`src/rtl/wind_pattern_gen.sv`:
```
// Runway wind-indicator light pattern generator: calm alternation or a one-hot sweep per step.
// Optional build macro WIND_CHANGE_FLAG_EN adds the mode_changed output.
module wind_pattern_gen #(
  parameter int N        = 3,
  parameter int STEP_DIV = 1
) (
  input  logic         clk,
  input  logic         reset,
  input  logic         enable,
  input  logic [1:0]   mode,
  output logic [N-1:0] lights,
  output logic         step
`ifdef WIND_CHANGE_FLAG_EN
  ,
  output logic         mode_changed
`endif
);

  typedef enum logic [1:0] {
    MODE_CALM  = 2'b00,
    MODE_RTL   = 2'b01,
    MODE_LTR   = 2'b10,
    MODE_HOLD  = 2'b11
  } mode_e;

  function automatic logic [N-1:0] alt_pattern(input logic odd);
    logic [N-1:0] p;
    p = '0;
    for (int i = 0; i < N; i++) begin
      p[i] = odd ? (i % 2 == 1) : (i % 2 == 0);
    end
    return p;
  endfunction

  localparam logic [N-1:0] CALM_A     = alt_pattern(1'b0);
  localparam logic [N-1:0] CALM_B     = alt_pattern(1'b1);
  localparam logic [N-1:0] LEFT_ONLY  = N'(1) << (N - 1);
  localparam logic [N-1:0] RIGHT_ONLY = N'(1);
  localparam logic [15:0]  LAST_COUNT = 16'(STEP_DIV - 1);

  logic [15:0]  count_q, count_d;
  logic [N-1:0] lights_q, lights_d;
  logic         step_q, step_d;
  logic [N-1:0] next_pattern;
  logic         tick;
  logic         one_hot;
  mode_e        mode_sel;

  assign mode_sel = mode_e'(mode);
  assign one_hot  = $onehot(lights_q);
  assign tick     = enable && (count_q == LAST_COUNT);

  always_comb begin
    next_pattern = lights_q;
    unique case (mode_sel)
      MODE_CALM: next_pattern = (lights_q == CALM_A) ? CALM_B : CALM_A;
      MODE_LTR:  next_pattern = one_hot ? {lights_q[0], lights_q[N-1:1]} : LEFT_ONLY;
      MODE_RTL:  next_pattern = one_hot ? {lights_q[N-2:0], lights_q[N-1]} : RIGHT_ONLY;
      MODE_HOLD: next_pattern = lights_q;
      default:   next_pattern = lights_q;
    endcase
  end

  // Timer and lights freeze while enable is low; step only pulses on a real update.
  always_comb begin
    count_d  = count_q;
    lights_d = lights_q;
    step_d   = 1'b0;
    if (enable) begin
      count_d = tick ? 16'd0 : count_q + 16'd1;
    end
    if (tick) begin
      lights_d = next_pattern;
      step_d   = (mode_sel != MODE_HOLD);
    end
  end

  always_ff @(posedge clk or negedge reset) begin
    if (!reset) begin
      count_q  <= 16'd0;
      lights_q <= CALM_A;
      step_q   <= 1'b0;
    end else begin
      count_q  <= count_d;
      lights_q <= lights_d;
      step_q   <= step_d;
    end
  end

  assign lights = lights_q;
  assign step   = step_q;

`ifdef WIND_CHANGE_FLAG_EN
  // Last mode applied at a step event; reset behaves as if calm had been applied.
  logic [1:0] last_mode_q, last_mode_d;
  logic       changed_q, changed_d;

  always_comb begin
    last_mode_d = last_mode_q;
    changed_d   = 1'b0;
    if (tick) begin
      last_mode_d = mode;
      changed_d   = (mode_sel != MODE_HOLD) && (mode != last_mode_q);
    end
  end

  always_ff @(posedge clk or negedge reset) begin
    if (!reset) begin
      last_mode_q <= 2'b00;
      changed_q   <= 1'b0;
    end else begin
      last_mode_q <= last_mode_d;
      changed_q   <= changed_d;
    end
  end

  assign mode_changed = changed_q;
`endif

endmodule

```
`config.mk`:
```
export PLATFORM = sky130hd
export DESIGN_NAME = wind_pattern_gen
export DESIGN_NICKNAME = d
export VERILOG_FILES = /design/src/rtl/wind_pattern_gen.sv
export SDC_FILE = /design/constraint.sdc
export NUM_CORES = 1
export LEC_CHECK = 0
export BUFFER_PORTS_ARGS = -buffer_cell sky130_fd_sc_hd__buf_2
export CORE_UTILIZATION = 61
export CTS_CLUSTER_SIZE = 40
export DETAILED_ROUTE_END_ITERATION = 8
export GPL_TIMING_DRIVEN = 0
export PLACE_DENSITY = 0.81
export SETUP_SLACK_MARGIN = 0.2
export SYNTH_ARGS = -nofsm -noshare
export SYNTH_HDL_FRONTEND = slang
export SYNTH_SLANG_ARGS = --single-unit
```
`constraint.sdc`:
```
create_clock -name clk -period 2.6 [get_ports clk]
set_input_delay 0.13 -clock clk [delete_from_list [all_inputs] [get_ports clk]]
set_output_delay 0.13 -clock clk [all_outputs]
set_load 0.02 [all_outputs]
```
# ---- After elaboration in Yosys (flattened, before gate mapping)
# Cells that the tools add are included.
dict set report totals {
  elab_cells 23
  ff_bits 20
  romBits 0
  input_bits 5
  out_inout_bits 4
  latchBits 0
  mem_bits_rw 0
  memories 0
}
dict set report op_classes {
  reduce_logical 4
  order_cmp 0
  n_div 0
  muxes 6
  bitwise 1
  shift 0
  add_sub_neg 3
  n_eq_ne 6
  mul 0
}
# operator count
set ops {}
lappend ops {{adder 16 x 1 -> 16 bit (second input constant)} 1}
lappend ops {{zero test 16 bit} 1}
lappend ops {{two-way mux 16 bit} 1}
lappend ops {{two-way mux 3 bit} 3}
lappend ops {{case mux 3 bit (3 select lines)} 1}
lappend ops {{equality test 2 x 1 -> 1 bit (second input constant)} 2}
lappend ops {{equality test 2 bit (second input constant)} 2}
lappend ops {{equality test 3 bit (second input constant)} 1}
lappend ops {{adder 1 x 1 -> 2 bit} 1}
lappend ops {{adder 2 x 1 -> 2 bit} 1}
lappend ops {{zero test 2 bit} 1}
lappend ops {{inequality test 2 bit (second input constant)} 1}
lappend ops {{AND reduction 2 bit} 1}
lappend ops {{logical AND 1 bit} 1}
lappend ops {{two-way mux 1 bit} 1}
lappend ops {{NOT 1 bit} 1}

# ---- Logic depth before layout (Yosys ltp)
dict set report logic_depth {
  word_depth 5
  depth_mapped 7
  mapped_depth_nobuf 6
}

# ---- Least setup slack after synthesis
# OpenSTA, ideal clock, no wires.
dict set report synth_path {
  path_kind {reg-to-reg}
  start {reg lights_q[0] (netlist: lights[0])}
  end {reg lights_q[0] (netlist: lights[0])}
  setup_time_ps 82
  path_slack_ps 727
  period_less_slack_ps 1873
  stages_incl_launch_ff 7
  t_arrival_ps 1790
  path_cell_list {dfstp_2 inv_1 fa_1 nand2b_1 o21ai_0 a21oi_1 mux2_4}
}
dict set report synth_between {
  elab_chain_cells 5
  word_cells_on_any_way 8
  cone_classes {add/sub (2); eq/ne (2); mux (4)}
}
# element line
set synth_rtl {}
lappend synth_rtl {{start: declaration} 42} ;# logic [N-1:0] lights_q, lights_d;
lappend synth_rtl {{start signal: assignment} 85} ;# lights_q <= lights_d;
lappend synth_rtl {{adder 1 x 1 -> 2 bit (implied by the code)} 50} ;# assign one_hot = $onehot(lights_q);
lappend synth_rtl {{adder 2 x 1 -> 2 bit (implied by the code)} 50}
lappend synth_rtl {{equality test 2 x 1 -> 1 bit} 50}
lappend synth_rtl {{two-way mux 3 bit (on tied branches)} {58, 57}}
lappend synth_rtl {{case mux 3 bit (3 select lines) (*)} 55} ;# unique case (mode_sel)
# Mark *: on every way between the ends. The rest lies on a longest branch, timed or not.
# A chain may end at the register's enable or synchronous reset.

# ---- Final worst setup path
dict set report layout_path {
  start {reg lights_q[0] (netlist: lights[0])}
  end {reg lights_q[2] (netlist: lights[2])}
}
# The elaborated chain is that of the path after synthesis.

==> key figures <==
Outcome
  • Status: completed

GRT
  • Grt total ovfl: 0
  • GR Util met1: 33.24%
  • Most Crowded Layer GR: met2
  • First-pass GRT wire length: between 3000 and 4000 µm
  • Met2 usage: roughly 37%
  • Largest net degree at the start of global routing: 21
  • Global Route Usage Sum: 24.16%
  • Initial antenna violation count: 0
  • Vias in the first global route: 739
  • M3 GR Usage: 8.571%

STA
  • Hold_ws: 0.01689 ns
  • RSZ-0062 raised after global routing: false
  • Final Hold Vio Count: 0
  • Min Tclk post-route: 1.973 ns
  • Worst slew margin: approximately 71%
  • Slew @ Worst Pin: between 0.4 and 0.5 ns
  • Clock skew: 0.001281 ns
  • Final Max Slew Viols: 0
  • Final number of setup-violating endpoints: 0
  • Setup TNS: 0 ns
  • Setup WS post-layout: roughly 0.63 ns
  • Final period utilization: 75.89%
  • Max Clock Freq: slightly above 500 MHz

Worst setup path
  • Buf/Inv on CP: 1
  • WP data required: 2.85 ns
  • Critical path type: flip-flop to flip-flop
  • Top delay family on crit path: flip-flops
  • Worst-case reg-to-reg path depth: 6
  • Crit path DAT: 2.22 ns
  • CP Max Fanout: 5
  • CP Capture Type: flip-flop
  • Max stage delay on crit path: 0.59 ns
  • Slowest-stage cell, CP: dfstp_2
  • CP Cell Sequence: inv_1 > fa_1 > nand2b_1 > o21ai_0 > a21oi_1 > mux2_4
  • Critical path depth: 6
  • Setup crit start kind: flip-flop

Floorplanning
  • DIE HEIGHT: 44.32 µm
  • Die ar.: 1964 µm²
  • Initial core utilization: 68.52%
  • Core area: between 1500 and 2000 µm²
  • Cell row count: 14
  • Die width: about 44 µm
  • # IOs: 9

Clock tree
  • Clk_lat worst skew: 0.31 ns
  • Clock transition at the registers of the reported paths: 0.11 ns
  • Clk sinks: 20
  • Setup Buffers After CTS: 0
  • CTS H-tree depth: 1
  • Clk root buf: clkbuf_4
  • CTS tree: done
  • Cts bufs inserted: 3
  • Clk buf depth: 2

Placement
  • Placed wire-length estimate: 1382 µm
  • Routability-driven placement congestion ratio: approximately 0.77
  • Pre-CTS setup slack: 0.6412 ns
  • Port-buffer cells: 7

Yosys
  • Synth Net Count: 111
  • Top cells by area, synth: dfrtp_1 (41%), ha_1 (5.7%), dfstp_2 (4.8%), xor2_1 (4.8%), xnor2_1 (4.0%)
  • Sequential area share after synthesis: 46.05%
  • Share of the synthesized area in the top cell type: 41.24%
  • Netlist cell types: 32
  • Top-count cell post-synth: dfrtp_1
  • Synth Register Bits: 20
  • Synth Cell Area: 1092 µm²
  • Most instantiated cells after synthesis: dfrtp_1 (18), inv_1 (7), nand2_1 (7), nor2_1 (7), xor2_1 (6)
  • Post-synth EDFFs: 0
  • Synthesized area per cell: 10.92 µm²
  • Gate Count Post-Synth: 100
  • Cell taking the most area after synthesis: dfrtp_1
  • Synth Warn #: 0
  • Async S/R FF share, synth: 100.0%
  • Most used DFF post-synth: dfrtp_1

Layout
  • Antenna diode count: 0
  • Share of layout cells above drive strength 1: 22.32%
  • Fill cells: 110
  • Area grow syn2layout: 10.19%
  • Layout net count: 124

Detailed routing
  • Routed Antenna Nets: 0
  • Initial DRT Pass Iterations: 4
  • Final WL: about 1900 µm
  • DR DRC count: 0
  • Starting DRT DRC Count: 28
  • Vias post-DR: 734
  • Routed len/inst: 13.79 µm
  • Vias per inst: 5.397

Power
  • Static leakage: 0.5941 nW
  • Combinational power share: between 30% and 40%
  • Sw power: 363.8 µW
  • PD cells: ~830 nW/µm²
  • VDD IR max: 0.6313 mV
  • Switching Fraction: 36.29%
  • Share of power burned in registers: 46.5%
  • Clock share of power: 18.5%
  • Internal power: 638.5 µW

Job
  • Max Cap Violations: 0

Hold path
  • HP Class: input pin to flip-flop
  • Hold Crit Depth: 2
==> power by group through the flow <==
stage                     sequential, mW  combinational, mW  clock (mW)
after floorplan                    0.482              0.241           0
after global placement             0.466              0.329           0
after detailed placement           0.470              0.356           0
after CTS                          0.466              0.355       0.187
after global routing               0.479              0.397       0.198
final                              0.466              0.351       0.185
==> stage by stage <==
step | cell area, µm² | utilization, % | power [mW] | std cells
floorplan | 1092 | - | 0.7223 | 100
global placement | 1157 | 72.61 | 0.7949 | 131
detailed placement | 1157 | 72.61 | 0.8259 | 131
CTS | 1204 | 75.51 | 1.008 | 136
global route | 1204 | 75.51 | 1.075 | 136
finish | 1204 | 75.51 | 1.002 | 136
==> flip-flops by register name, indices dropped and copies added (netlist names) <==
register / flops
count_q: 16
lights: 3
step: 1
==> layout by cell type (no fill, tap or decap), drive strengths merged <==
| cell type | count |
|---|---|
| dfrtp | 18 |
| buf | 9 |
| inv | 7 |
| nand2 | 7 |
| nor2 | 7 |
| xor2 | 6 |
| nand3 | 5 |
| xnor2 | 5 |
| ha | 5 |
| and3 | 5 |
| mux2 | 5 |
| nor3 | 4 |
| clkbuf | 4 |
| o21ai | 3 |
| nor4 | 2 |
| a31oi | 2 |
| a21oi | 2 |
| nand4 | 2 |
| dfstp | 2 |
| nor4b | 2 |
| nor2b | 2 |
| and4 | 1 |
| o22ai | 1 |
| or3b | 1 |
| a22oi | 1 |
| nand2b | 1 |
| mux2i | 1 |
| fa | 1 |
| dlygate4sd3 | 1 |
==> worst paths after layout <==
path                        startpoint           to  slack [ns]
hold / removal                  enable   count_q[0]        0.02
min in group asynchronous        reset         step        0.30
setup reg to reg             lights[0]    lights[2]        0.63
setup / recovery             lights[0]    lights[2]        0.63
hold reg to reg            count_q[13]  count_q[13]        0.51
max in group asynchronous        reset    lights[2]        1.97
==> worst reg2reg max path, stage by stage (launching register included) <==
cell and delay [ns]:
dfstp_2 0.59, inv_1 0.09, fa_1 0.50, nand2b_1 0.19
o21ai_0 0.18, a21oi_1 0.10, mux2_4 0.27
==> cell type report <==
| cell class | instances | area (µm²) | area share [%] |
|---|---|---|---|
| sequential | 20 | 503.0 | 41.79 |
| clock buffer | 4 | 36.28 | 3.015 |
| timing repair buffer | 8 | 45.04 | 3.742 |
| inverter | 7 | 26.28 | 2.183 |
| tap | 24 | 30.03 | 2.495 |
| multi-input combinational | 71 | 540.5 | 44.91 |
| buffer | 2 | 22.52 | 1.871 |
==> kinds of logic (layout without fill, tap and decap cells) <==
kind of cell             after synthesis  in the layout  synth area share (%)
multiplexers                           6              6                 6.758
buffers and inverters                  9             21                 4.468
AO/OA/AOI/OAI                          9              9                 4.697
AND/OR/NAND/NOR                       39             39                 21.65
flip-flops                            20             20                 46.05
adder cells (fa/ha/maj)                6              6                 7.560
XOR/XNOR                              11             11                 8.820
==> routing by layer <==
layer	share of wire (%)	vias up
met5	0	-
met4	0.85	0
met2	46	18
met3	5.8	2
li1	-	367
met1	47	347
==> what timing repair did <==
item / CTS / global route
endpoints found under the hold margin: 18 / 0
hold buffers: 1 / 0
resized for setup: 0 / 0
setup endpoints to repair: 0 / 0
No activity file was read; power rests on OpenSTA's default activity.
